## src/rtl/top2_pkg.sv

```systemverilog
// Shared types for the frame controller: FSM state encoding.
package top2_pkg;

   typedef enum logic [1:0] {
      IDLE  = 2'd0,
      ACCUM = 2'd1,
      EMIT  = 2'd2
   } state_e;

endpackage

```

## src/rtl/top2_frame_ctrl_if.sv

```systemverilog
// Sample-in / result-out handshake bundle of the frame controller.
interface top2_frame_ctrl_if #(
   parameter int DATA_WIDTH = 32,
   parameter int LEN_WIDTH  = 8
);

   logic [LEN_WIDTH-1:0]  cfg_len;
   logic                  in_valid;
   logic                  in_ready;
   logic [DATA_WIDTH-1:0] in_data;
   logic                  in_last;
   logic                  out_valid;
   logic                  out_ready;
   logic [DATA_WIDTH-1:0] out_max;
   logic [DATA_WIDTH-1:0] out_second;
   logic [LEN_WIDTH:0]    out_count;

   modport master (
      output cfg_len, in_valid, in_data, in_last, out_ready,
      input  in_ready, out_valid, out_max, out_second, out_count
   );

   modport slave (
      input  cfg_len, in_valid, in_data, in_last, out_ready,
      output in_ready, out_valid, out_max, out_second, out_count
   );

endinterface

```

## src/rtl/top2_tracker.sv

```systemverilog
// Largest / second-largest tracker; load seeds a frame, update folds in a sample.
module top2_tracker #(
   parameter int DATA_WIDTH = 32
) (
   input  logic                  clk,
   input  logic                  reset,
   input  logic                  load,
   input  logic                  update,
   input  logic [DATA_WIDTH-1:0] din,
   output logic [DATA_WIDTH-1:0] big1,
   output logic [DATA_WIDTH-1:0] big2
);

   logic [DATA_WIDTH-1:0] big1_q, big1_d;
   logic [DATA_WIDTH-1:0] big2_q, big2_d;

   always_comb begin
      big1_d = big1_q;
      big2_d = big2_q;
      if (load) begin
         big1_d = din;
         big2_d = '0;
      end else if (update) begin
         // ties shift down so duplicates occupy both slots
         if (din >= big1_q) begin
            big1_d = din;
            big2_d = big1_q;
         end else if (din >= big2_q) begin
            big2_d = din;
         end
      end
   end

   always_ff @(posedge clk) begin
      if (reset) begin
         big1_q <= '0;
         big2_q <= '0;
      end else begin
         big1_q <= big1_d;
         big2_q <= big2_d;
      end
   end

   assign big1 = big1_q;
   assign big2 = big2_q;

endmodule

```

## src/rtl/top2_frame_ctrl.sv

```systemverilog
// Frame sequencer: cuts the sample stream into frames and emits max/second/count.
module top2_frame_ctrl
   import top2_pkg::*;
#(
   parameter int DATA_WIDTH = 32,
   parameter int LEN_WIDTH  = 8
) (
   input logic               clk,
   input logic               reset,
   top2_frame_ctrl_if.slave  bus
);

   localparam logic [LEN_WIDTH-1:0] LEN_ONE = {{(LEN_WIDTH-1){1'b0}}, 1'b1};
   localparam logic [LEN_WIDTH:0]   CNT_ONE = {{LEN_WIDTH{1'b0}}, 1'b1};

   state_e               state_q, state_d;
   logic [LEN_WIDTH-1:0] len_q, len_d;
   logic [LEN_WIDTH:0]   count_q, count_d;
   logic [LEN_WIDTH-1:0] eff_len;
   logic                 in_ready;
   logic                 out_valid;
   logic                 accept;
   logic                 load;
   logic                 update;
   logic [DATA_WIDTH-1:0] big1;
   logic [DATA_WIDTH-1:0] big2;

   assign in_ready  = !reset && (state_q != EMIT);
   assign out_valid = !reset && (state_q == EMIT);
   assign accept    = bus.in_valid && in_ready;
   assign eff_len   = (bus.cfg_len == '0) ? LEN_ONE : bus.cfg_len;

   always_comb begin
      state_d = state_q;
      len_d   = len_q;
      count_d = count_q;
      load    = 1'b0;
      update  = 1'b0;
      unique case (state_q)
         IDLE: begin
            if (accept) begin
               len_d   = eff_len;
               count_d = CNT_ONE;
               load    = 1'b1;
               if (eff_len == LEN_ONE || bus.in_last) state_d = EMIT;
               else                                   state_d = ACCUM;
            end
         end
         ACCUM: begin
            if (accept) begin
               count_d = count_q + 1'b1;
               update  = 1'b1;
               if (count_d == {1'b0, len_q} || bus.in_last) state_d = EMIT;
            end
         end
         EMIT: begin
            if (bus.out_ready) begin
               state_d = IDLE;
               count_d = '0;
            end
         end
         default: state_d = IDLE;
      endcase
   end

   always_ff @(posedge clk) begin
      if (reset) begin
         state_q <= IDLE;
         len_q   <= '0;
         count_q <= '0;
      end else begin
         state_q <= state_d;
         len_q   <= len_d;
         count_q <= count_d;
      end
   end

   top2_tracker #(
      .DATA_WIDTH (DATA_WIDTH)
   ) u_tracker (
      .clk    (clk),
      .reset  (reset),
      .load   (load),
      .update (update),
      .din    (bus.in_data),
      .big1   (big1),
      .big2   (big2)
   );

   assign bus.in_ready   = in_ready;
   assign bus.out_valid  = out_valid;
   assign bus.out_max    = out_valid ? big1 : '0;
   assign bus.out_second = out_valid ? big2 : '0;
   assign bus.out_count  = out_valid ? count_q : '0;

endmodule

```

## src/flat_wrapper.sv

```systemverilog
// flat-port wrapper written by rule: the top's interface ports become plain ports
module top2_frame_ctrl_flat import top2_pkg::*;
#(
   parameter int DATA_WIDTH = 32,
   parameter int LEN_WIDTH  = 8
)
  (clk, reset, bus_cfg_len, bus_in_valid, bus_in_data, bus_in_last, bus_out_ready, bus_in_ready, bus_out_valid, bus_out_max, bus_out_second, bus_out_count);
  top2_frame_ctrl_if #(.DATA_WIDTH(DATA_WIDTH), .LEN_WIDTH(LEN_WIDTH)) bus_i ();
  input logic clk;
  input logic reset;
  input wire logic [$bits(bus_i.cfg_len)-1:0] bus_cfg_len;
  input wire logic [$bits(bus_i.in_valid)-1:0] bus_in_valid;
  input wire logic [$bits(bus_i.in_data)-1:0] bus_in_data;
  input wire logic [$bits(bus_i.in_last)-1:0] bus_in_last;
  input wire logic [$bits(bus_i.out_ready)-1:0] bus_out_ready;
  output wire logic [$bits(bus_i.in_ready)-1:0] bus_in_ready;
  output wire logic [$bits(bus_i.out_valid)-1:0] bus_out_valid;
  output wire logic [$bits(bus_i.out_max)-1:0] bus_out_max;
  output wire logic [$bits(bus_i.out_second)-1:0] bus_out_second;
  output wire logic [$bits(bus_i.out_count)-1:0] bus_out_count;
  assign bus_i.cfg_len = bus_cfg_len;
  assign bus_i.in_valid = bus_in_valid;
  assign bus_i.in_data = bus_in_data;
  assign bus_i.in_last = bus_in_last;
  assign bus_i.out_ready = bus_out_ready;
  assign bus_in_ready = bus_i.in_ready;
  assign bus_out_valid = bus_i.out_valid;
  assign bus_out_max = bus_i.out_max;
  assign bus_out_second = bus_i.out_second;
  assign bus_out_count = bus_i.out_count;
  top2_frame_ctrl #(.DATA_WIDTH(DATA_WIDTH), .LEN_WIDTH(LEN_WIDTH)) u_core (.clk(clk), .reset(reset), .bus(bus_i));
endmodule
```

## config.mk

```make
export PLATFORM = sky130hd
export DESIGN_NAME = top2_frame_ctrl_flat
export DESIGN_NICKNAME = d
export VERILOG_FILES = /design/src/rtl/top2_pkg.sv /design/src/rtl/top2_frame_ctrl_if.sv /design/src/rtl/top2_tracker.sv /design/src/rtl/top2_frame_ctrl.sv /design/src/flat_wrapper.sv
export SDC_FILE = /design/constraint.sdc
export NUM_CORES = 1
export LEC_CHECK = 0
export CAP_MARGIN = 5
export CORE_MARGIN = 2
export CORE_UTILIZATION = 53
export DETAILED_ROUTE_END_ITERATION = 8
export PLACE_DENSITY_LB_ADDON = 0.2
export SKIP_CTS_REPAIR_TIMING = 1
export SLEW_MARGIN = 10
export SYNTH_ARGS = -nofsm -noshare
export SYNTH_HDL_FRONTEND = slang
export SYNTH_HIERARCHICAL = 1
export SYNTH_SLANG_ARGS = --single-unit
```

## constraint.sdc

```tcl
create_clock -name clk -period 3.8 [get_ports clk]
set_clock_uncertainty 0.2 [all_clocks]
set_input_delay 0.76 -clock clk [delete_from_list [all_inputs] [get_ports clk]]
set_output_delay 0.76 -clock clk [all_outputs]
set_load 0.03 [all_outputs]
```

==> results of run 1 <==
[placed cells by master (no fill, tap or decap), drive strengths merged, types with 2 or more instances in the layout]
cell,netlist,final
nand4,14,14
a21oi,163,163
clkinv,1,3
nor3b,3,3
dfxtp,83,83
o31a,2,2
or3,34,34
nor2b,3,3
nor3,12,12
xor2,4,4
buf,8,124
o21a,2,2
a2111o,2,2
o21ai,43,43
xnor2,7,7
nor2,19,19
nor4,4,4
a21o,18,18
inv,69,69
nand2b,7,7
or4,2,2
and3,2,2
clkbuf,49,13
nand2,25,25
ha,69,69
o41ai,32,32
and2,75,75
o31ai,2,2
clkdlybuf4s50,0,43
nand3,13,13
[through the flow]
stage	setup TNS, ns	std cells
global route	0	1050
floorplan	0	784
CTS	-0.267	1049
detailed placement	-13.49	1034
global placement	-8.70	1034
finish	0	1050
[worst min-delay path by stage]
stage,startpoint,endpoint,slack [ns],cells past startpoint
global route,u_core/len_q[6]$_SDFFE_PP0P_,u_core/len_q[6]$_SDFFE_PP0P_,0.31,2
detailed placement,u_core/len_q[5]$_SDFFE_PP0P_,u_core/len_q[5]$_SDFFE_PP0P_,0.27,2
floorplan,u_core/len_q[4]$_SDFFE_PP0P_,u_core/len_q[4]$_SDFFE_PP0P_,0.25,2
CTS,u_core/len_q[5]$_SDFFE_PP0P_,u_core/len_q[5]$_SDFFE_PP0P_,0.28,2
global placement,u_core/len_q[5]$_SDFFE_PP0P_,u_core/len_q[5]$_SDFFE_PP0P_,0.26,2
finish,u_core/len_q[5]$_SDFFE_PP0P_,u_core/len_q[5]$_SDFFE_PP0P_,0.28,2
[flip-flops by register name, indices dropped and copies added (netlist names)]
| signal | count |
|---|---|
| u_core/len_q | 8 |
| u_core/u_tracker/big2 | 32 |
| u_core/count_q | 9 |
| u_core/u_tracker/big1 | 32 |
| u_core/state_q | 2 |
[critical path: stages]
cell             delay [ns]
clkdlybuf4s50_1        0.49
ha_1                   0.25
a21oi_1                0.19
o21a_1                 0.18
o221ai_1               0.19
buf_4                  0.19
a2111oi_2              0.50
buf_4                  0.44
a21oi_1                0.12
a21oi_1                0.19
a21oi_1                0.10
[cells in the mapped netlist, types with 2 or more instances]
cell type / number / area [um^2]
nand2_1: 25 / 93.8
xnor2_1: 7 / 61.3
nand4_1: 14 / 87.6
ha_1: 69 / 863
o31ai_1: 2 / 15.0
a21oi_1: 162 / 811
nand3_2: 2 / 20.0
or4_1: 2 / 15.0
xor2_1: 4 / 35.0
nor2b_1: 3 / 18.8
o21a_1: 2 / 15.0
or3_1: 34 / 213
o31a_1: 2 / 17.5
o21ai_0: 43 / 215
dfxtp_1: 83 / 1660
and3_1: 2 / 12.5
and2_1: 75 / 469
nand2b_1: 7 / 43.8
nor3b_1: 2 / 15.0
nand3_1: 11 / 55.1
nor2_1: 19 / 71.3
buf_2: 2 / 10.0
a2111o_1: 2 / 22.5
buf_6: 5 / 56.3
o41ai_1: 32 / 280
a21o_1: 18 / 135
inv_1: 69 / 259
nor3_1: 12 / 60.1
nor4_1: 3 / 18.8
clkbuf_1: 49 / 184
[power by group through the flow]
stage	clock network (mW)	registers (mW)	logic, mW
after global routing	0.889	1.06	1.29
final	0.848	1.05	1.17
after CTS	0.859	1.05	1.14
after floorplan	0	1.04	0.785
after global placement	0	1.06	1.08
after detailed placement	0	1.06	1.13
[routing by layer]
layer,part of all wire [%],track usage [%]
met4,1.7,12.6
met1,43,34.4
met5,0,0
met3,6.5,4.05
met2,49,47.9
[area by class of cell]
| class | instances | area (um^2) |
|---|---|---|
| clock inverters | 2 | 10.0 |
| multi-input cells | 574 | 3960 |
| inverters | 70 | 263 |
| repair buffers | 168 | 1500 |
| flip-flops and latches | 83 | 1660 |
| fillers | 859 | 3140 |
| well taps | 140 | 175 |
| clock buffers | 13 | 270 |
[logic make-up (layout without fill, tap and decap cells)]
family                   Yosys count  in the layout  share of synthesized area, %
XOR/XNOR                          11             11                          1.60
flip-flops                        83             83                          27.5
adder cells (fa/ha/maj)           69             69                          14.3
AO/OA/AOI/OAI                    276            276                          27.1
AND/OR/NAND/NOR                  217            217                          20.8
multiplexers                       1              1                         0.166
buffers and inverters            127            253                          8.56
==> results.ini, run 1 <==
[run_status]
status = completed

[timing]
period_share_pct = 95.0
fmax_ghz = 0.277
rsz0062_at_grt = no
fin_crit_ns = 3.61
fin_ws_ns = 0.190
maxSlewHeadroom_pct = 45.6
setup_viol = 0
tightest_slew_ns = 0.814
finalHoldViolations = 0
whs_ns = 0.278
drv_slew = 0

[setup_path]
start_kind = input pin
reg2reg_depth = 11
cp_max_fo = 32
r2r-start = u_core/state_q[0]$_SDFFE_PP0P_
r2r_slack_ns = 0.52
crit_start = bus_in_data[19]
reg2reg_to = u_core/u_tracker/big2[15]$_SDFFE_PP0P_
crit_type = input pin to register
endpoint_kind = register
endpoint = u_core/u_tracker/big2[16]$_SDFFE_PP0P_
arrival_ns = 3.64
critPathRequiredTime_ns = 3.83

[drt]
initialDrtViolationCount = 360
drc_errors = 0
post_drt_wl_per_cell_um = 16.6
ant_nets = 0
drtPass1Iterations = 5
vias = 6239
postRouteWirelength_um = 17500
drt-vias-per-instance = 5.94

[cts]
clkTransAtPathRegs_ns = 0.06
cts-buffers-inserted = 9
clock_latency_ns = 0.35
tritoncts = built
numClockSinks = 83
cts-htree-levels = 3
root_buffer = clkbuf_16
cts.path.max_buffers = 2

[pwr]
power_density_nw_per_um2 = 391
p_comb_share_pct = 38.2
clock_power_share_pct = 27.7
p_sw_share_pct = 36.9
p_sw_mw = 1.13
peakVddDrop_mv = 0.318
power_frac_seq_pct = 34.2
finalPower_mw = 3.07
power.leakage_nw = 3.18
power.internal_mw = 1.94

[logic_synthesis]
async_flop_share_pct = 0
synthDistinctLibCells = 52
ys_seq_area_share_pct = 27.5
yosysWarnings = 6
synth_nets = 898
ys_ff_latch = 83
synth-main-ff-cell = dfxtp_1
syn_area_um2 = 6040
syn_area_per_cell_um2 = 7.70
synthCells = 784
synth_edf_count = 0

[finish]
syn2layout_area_growth_pct = 29.9
drive_gt1_share_pct = 17.8
final_util_pct = 71.4
n_antenna_cell = 0
nets = 1020
finalInstanceArea_um2 = 7840

[place]
place_area_um2 = 7470
dp_slack_ns = -0.403
io_buffers = 119
dp_hpwl_um = 12500
place.gp.congestion = 0.898

[global_routing]
grt_pass1_vias = 6058
overflow = 0
grt.total_usage_pct = 27.8
grt_antenna_before_repair = 0
grt_max_degree = 73
grt_pass1_wl_um = 28700

[die]
coreArea_um2 = 11000
die_w_um = 111
dieArea_um2 = 12300
ioPinCount = 120
placementRows = 38
initial_core_util_pct = 55.0
dieHeight_um = 111

[min_path]
min_path_type = register to register

[run]
maxCapViolCount = 0

Note: power is estimated with default switching activity, not from simulation.
==> run 2: changes to the inputs <==
--- a/config.mk
+++ b/config.mk
@@ -9,9 +9,9 @@
 export CORE_MARGIN = 2
 export CORE_UTILIZATION = 53
 export DETAILED_ROUTE_END_ITERATION = 8
-export PLACE_DENSITY_LB_ADDON = 0.2
+export PLACE_DENSITY = 0.94
 export SKIP_CTS_REPAIR_TIMING = 1
-export SLEW_MARGIN = 10
+export SKIP_LAST_GASP = 1
 export SYNTH_ARGS = -nofsm -noshare
 export SYNTH_HDL_FRONTEND = slang
 export SYNTH_HIERARCHICAL = 1
==> run 2 against run 1 <==
Against the previous run:
- non-clock buffer count down 8
- first-iteration DRC count is 78% higher
- via count grew 4.4%
- register-to-register slack lost 0.14 ns
- combinational power is essentially flat
==> results.ini, run 2 (synthesis gave the netlist of run 1 again) <==
[run_status]
status = completed  ; unchanged

[pwr]
peakVddDrop_mv = 0.300  ; was 0.318 mV
power_density_nw_per_um2 = 410  ; was 391 nW/um^2
power.leakage_nw = 2.98  ; was 3.18 nW

[setup_path]
endpoint_kind = register  ; unchanged
crit_type = input pin to register  ; unchanged
cp_max_fo = 32  ; unchanged
crit_buf_inv = 2  ; was 3
start_kind = input pin  ; unchanged
path_common_cell = a21oi_1  ; unchanged
critPathRequiredTime_ns = 3.81  ; was 3.83 ns
crit_family = compound AO/OA/AOI/OAI gates  ; unchanged
slowest_delay_ns = 0.54  ; was 0.50 ns
arrival_ns = 3.76  ; was 3.64 ns
critPathSlowestCell = clkdlybuf4s50_1  ; was a2111oi_2
path_cells = clkdlybuf4s50_1 > ha_1 > a21oi_1 > o21a_1 > o221ai_1 > a2111o_1 > o31a_1 > buf_12 > o41ai_1 > a21oi_1  ; was clkdlybuf4s50_1 > ha_1 > a21oi_1 > o21a_1 > o221ai_1 > buf_4 > a2111oi_2 > buf_4 > a21oi_1 > a21oi_1 > a21oi_1

[timing]
finalHoldViolations = 0  ; unchanged
fmax_ghz = 0.267  ; was 0.277 GHz
drv_slew = 0  ; unchanged
setup_viol = 0  ; unchanged
tightest_slew_ns = 1.40  ; was 0.814 ns
tns_ns = 0  ; unchanged
maxSlewHeadroom_pct = 6.26  ; was 45.6%
fin_crit_ns = 3.75  ; was 3.61 ns
period_share_pct = 98.7  ; was 95.0%

[finish]
syn2layout_area_growth_pct = 31.5  ; was 29.9%
nets = 1012  ; was 1020
fill_cells = 770  ; was 859
final-instance-count-excl-fill = 1043  ; was 1050
mostFrequentLayoutCells = a21oi_1, clkdlybuf4s50_1, dfxtp_1  ; was a21oi_1, buf_4, dfxtp_1
drive_gt1_share_pct = 8.42  ; was 17.8%
n_antenna_cell = 0  ; unchanged
final_common_cell = a21oi_1  ; unchanged
ff_latch_area_um2 = 1660  ; unchanged
multi_input_area_um2 = 3940  ; was 3960 um^2
final_util_pct = 72.3  ; was 71.4%
finalInstanceArea_um2 = 7940  ; was 7840 um^2

[place]
place.gp.congestion = 0.915  ; was 0.898
place_area_um2 = 7540  ; was 7470 um^2
io_buffers = 119  ; unchanged
dp_hpwl_um = 12400  ; was 12500 um
placedCellCount = 1027  ; was 1034

[drt]
drtPass1Iterations = 5  ; unchanged
drc_errors = 0  ; unchanged
initialDrtViolationCount = 642  ; was 360
drt-vias-per-instance = 6.24  ; was 5.94
vias = 6512  ; was 6239
post_drt_wl_per_cell_um = 17.5  ; was 16.6 um
ant_nets = 0  ; unchanged
postRouteWirelength_um = 18300  ; was 17500 um

[die]
dieHeight_um = 111  ; unchanged
die_w_um = 111  ; unchanged
coreArea_um2 = 11000  ; unchanged
ioPinCount = 120  ; unchanged
initial_core_util_pct = 55.0  ; unchanged
dieArea_um2 = 12300  ; unchanged
placementRows = 38  ; unchanged

[cts]
numClockSinks = 83  ; unchanged
tritoncts = built  ; unchanged
clock_latency_ns = 0.34  ; was 0.35 ns
cts.path.max_buffers = 2  ; unchanged
clkTransAtPathRegs_ns = 0.06  ; about the same
root_buffer = clkbuf_16  ; unchanged
cts-buffers-inserted = 9  ; unchanged
cts-htree-levels = 3  ; unchanged

[global_routing]
grt.total_usage_pct = 28.8  ; was 27.8%
grt_pass1_wl_um = 29900  ; was 28700 um
grt_max_degree = 73  ; unchanged
grt_pass1_vias = 6114  ; was 6058
overflow = 0  ; unchanged
grt_antenna_before_repair = 0  ; unchanged

[min_path]
min_path_type = register to register  ; unchanged

[run]
maxCapViolCount = 0  ; unchanged

-- run 2: worst paths after layout --
path,start,endpoint,slack [ns],cells past startpoint
setup / recovery,bus_in_data[19],u_core/u_tracker/big2[2]$_SDFFE_PP0P_,0.05,10
hold reg to reg,u_core/len_q[1]$_SDFFE_PP0P_,u_core/len_q[1]$_SDFFE_PP0P_,0.27,2
setup reg to reg,u_core/state_q[0]$_SDFFE_PP0P_,u_core/u_tracker/big2[18]$_SDFFE_PP0P_,0.38,11
hold / removal,u_core/len_q[1]$_SDFFE_PP0P_,u_core/len_q[1]$_SDFFE_PP0P_,0.27,2
-- run 2: report_power, final --
| part | switching (mW) | internal (mW) |
|---|---|---|
| clock network | 0.357 | 0.661 |
| registers | 0.0775 | 0.974 |
| logic | 0.715 | 0.472 |
-- run 2: layer usage --
layer	vias to the layer above	part of all wire [%]	track usage (%)
met5	-	0	0
met4	0	2.7	11.7
met1	3047	41	36.7
met3	49	8.1	4.21
met2	388	49	49.0
li1	3028	-	-
-- run 2: stage by stage --
step | hold WS (ns) | worst slack (ns) | power, mW
after floorplan | 0.248 | 0.279 | 1.82
after global placement | 0.259 | -0.222 | 2.15
after detailed placement | 0.263 | -0.349 | 2.19
after CTS | 0.271 | -0.116 | 3.22
after global routing | 0.286 | -0.00367 | 3.41
final | 0.269 | 0.0507 | 3.26
-- run 2: area by class of cell --
class                      count  share of cell area [%]
clock buffer                  12                    3.10
tap                          140                    2.21
sequential                    83                    20.9
multi-input combinational    574                    49.6
inverter                      70                    3.31
timing repair buffer         160                    19.6
clock inverter                 4                    1.23
-- run 2: worst min-delay path, cell delays in order (launching register included) --
cell	delay, ns
dfxtp_1	0.32
nand2_1	0.05
a21oi_1	0.05
==> run 3: changes to the inputs <==
==> constraint.sdc (replaced) <==
create_clock -name clk -period 3.8 [get_ports clk]
set_clock_uncertainty 0.2 [all_clocks]
set_input_delay 0.38 -clock clk [delete_from_list [all_inputs] [get_ports clk]]
set_output_delay 0.38 -clock clk [all_outputs]
set_load 0.03 [all_outputs]
==> run 3 against run 2 <==
Against the previous run:
- first-iteration DRC count down 2.8%
- sequential power about the same
- worst setup slack better by 0.14 ns
- maximum frequency up 3.8%
- highest routed layer unchanged
- combinational power down 3%
- largest cell class unchanged
==> results.ini, run 3 (synthesis gave the netlist of run 1 again) <==
[run_status]
status = completed  ; unchanged

[min_path]
min_path_type = register to register  ; unchanged

[setup_path]
endpoint_kind = register  ; unchanged
endpoint = u_core/u_tracker/big1[0]$_SDFFE_PP0P_  ; was u_core/u_tracker/big2[2]$_SDFFE_PP0P_
critPathRequiredTime_ns = 3.86  ; was 3.81 ns
start_kind = input pin  ; unchanged
arrival_ns = 3.67  ; was 3.76 ns
cp_max_fo = 23  ; was 32
crit_type = input pin to register  ; unchanged
reg2reg_depth = 11  ; unchanged
crit_start = bus_in_data[13]  ; was bus_in_data[19]
r2r-start = u_core/state_q[0]$_SDFFE_PP0P_  ; unchanged
r2r_slack_ns = 0.34  ; was 0.38 ns
reg2reg_to = u_core/u_tracker/big2[3]$_SDFFE_PP0P_  ; was u_core/u_tracker/big2[18]$_SDFFE_PP0P_

[cts]
tritoncts = built  ; unchanged
cts-htree-levels = 3  ; unchanged
numClockSinks = 83  ; unchanged
clkTransAtPathRegs_ns = 0.06  ; about the same
cts-buffers-inserted = 9  ; unchanged
root_buffer = clkbuf_16  ; unchanged
cts.path.max_buffers = 2  ; unchanged
clock_latency_ns = 0.34  ; about the same

[drt]
drtPass1Iterations = 6  ; was 5
drt-vias-per-instance = 6.22  ; was 6.24
post_drt_wl_per_cell_um = 17.8  ; was 17.5 um
wl_met3_um = 1560  ; was 1490 um
drc_errors = 0  ; unchanged
vias = 6342  ; was 6512
initialDrtViolationCount = 624  ; was 642
wl_met1_um = 7600  ; was 7410 um
ant_nets = 0  ; unchanged
wl_met2_um = 8430  ; was 8890 um
top_layer = met4  ; unchanged
postRouteWirelength_um = 18200  ; was 18300 um

[pwr]
power.leakage_nw = 2.79  ; was 2.98 nW
peakVddDrop_mv = 0.299  ; was 0.300 mV
power_density_nw_per_um2 = 403  ; was 410 nW/um^2
finalPower_mw = 3.07  ; was 3.26 mW

[timing]
drv_slew = 0  ; unchanged
fmax_ghz = 0.277  ; was 0.267 GHz
maxSlewHeadroom_pct = 13.4  ; was 6.26%
period_share_pct = 95.1  ; was 98.7%
tightest_slew_ns = 1.30  ; was 1.40 ns
fin_crit_ns = 3.61  ; was 3.75 ns
setup_viol = 0  ; unchanged
rsz0062_at_grt = no
finalHoldViolations = 0  ; unchanged

[place]
io_buffers = 119  ; unchanged
place_area_um2 = 7330  ; was 7540 um^2
place.gp.congestion = 0.940  ; was 0.915
dp_hpwl_um = 12200  ; was 12400 um

[global_routing]
grt_antenna_before_repair = 0  ; unchanged
grt.total_usage_pct = 28.2  ; was 28.8%
grt_pass1_wl_um = 29000  ; was 29900 um
grt_max_degree = 73  ; unchanged
overflow = 0  ; unchanged
grt_pass1_vias = 5952  ; was 6114

[finish]
n_antenna_cell = 0  ; unchanged
nets = 988  ; was 1012
mostFrequentLayoutCells = a21oi_1, clkdlybuf4s50_1, dfxtp_1  ; unchanged
finalInstanceArea_um2 = 7610  ; was 7940 um^2
final_common_cell = a21oi_1  ; unchanged
syn2layout_area_growth_pct = 26.1  ; was 31.5%
drive_gt1_share_pct = 5.23  ; was 8.42%

[die]
die_w_um = 111  ; unchanged
coreArea_um2 = 11000  ; unchanged
initial_core_util_pct = 55.0  ; unchanged
dieArea_um2 = 12300  ; unchanged
dieHeight_um = 111  ; unchanged
placementRows = 38  ; unchanged
ioPinCount = 120  ; unchanged

[run]
maxCapViolCount = 0  ; unchanged

## run 3: cell count changes in the layout (fill, tap and decap cells not counted), moves of 2 or more
cell,before,now
buf_4,36,16
o41ai_1,27,32
o41ai_2,5,0
buf_12,5,1
bufinv_16,3,1
## run 3: how the worst min path moves through the flow
| stage | endpoint | startpoint | depth (start not counted) |
|---|---|---|---|
| floorplan | u_core/len_q[4]$_SDFFE_PP0P_ | u_core/len_q[4]$_SDFFE_PP0P_ | 2 |
| global placement | u_core/len_q[7]$_SDFFE_PP0P_ | u_core/len_q[7]$_SDFFE_PP0P_ | 2 |
| detailed placement | u_core/len_q[7]$_SDFFE_PP0P_ | u_core/len_q[7]$_SDFFE_PP0P_ | 2 |
| CTS | u_core/len_q[3]$_SDFFE_PP0P_ | u_core/len_q[3]$_SDFFE_PP0P_ | 2 |
| global route | u_core/len_q[4]$_SDFFE_PP0P_ | u_core/len_q[4]$_SDFFE_PP0P_ | 2 |
| finish | u_core/len_q[3]$_SDFFE_PP0P_ | u_core/len_q[3]$_SDFFE_PP0P_ | 2 |
## run 3: layer usage
metal | track usage, % | vias up
met4 | 12.3 | 0
met5 | 0 | -
met1 | 36.2 | 2930
li1 | - | 2981
met3 | 5.96 | 66
met2 | 45.9 | 365
## run 3: worst max-delay path, stage by stage
cell             delay (ns)
clkdlybuf4s50_1        0.48
ha_1                   0.36
nand4_1                0.24
nor4_1                 0.55
a311o_1                0.33
o311ai_4               0.14
a21oi_4                0.57
buf_4                  0.29
o21ai_0                0.12
a21oi_1                0.20
## run 3: final cells by class
type,instances,area (um^2)
clock buffers,12,236
clock inverters,4,51.3
fillers,877,3370
inverters,70,263
multi-input cells,574,3900
flip-flops and latches,83,1660
well taps,140,175
repair buffers,136,1330
## run 3: where the power goes
group	switching, mW	total, mW	leakage (nW)	internal (mW)
registers	0.0758	1.05	0.673	0.974
clock network	0.353	0.863	0.137	0.510
logic	0.713	1.15	1.98	0.440
total	1.14	3.07	2.79	1.92
## run 3: metrics by stage
step                hold slack [ns]  setup TNS (ns)  util (%)  std cells  setup WS (ns)
finish                        0.276               0      69.3       1019          0.187
detailed placement            0.269          -0.209      66.7       1003        -0.0630
global placement              0.258               0      66.7       1003         0.0732
floorplan                     0.248               0         -        784          0.659
global route                  0.303               0      69.3       1019          0.151
CTS                           0.278               0      69.3       1019          0.240
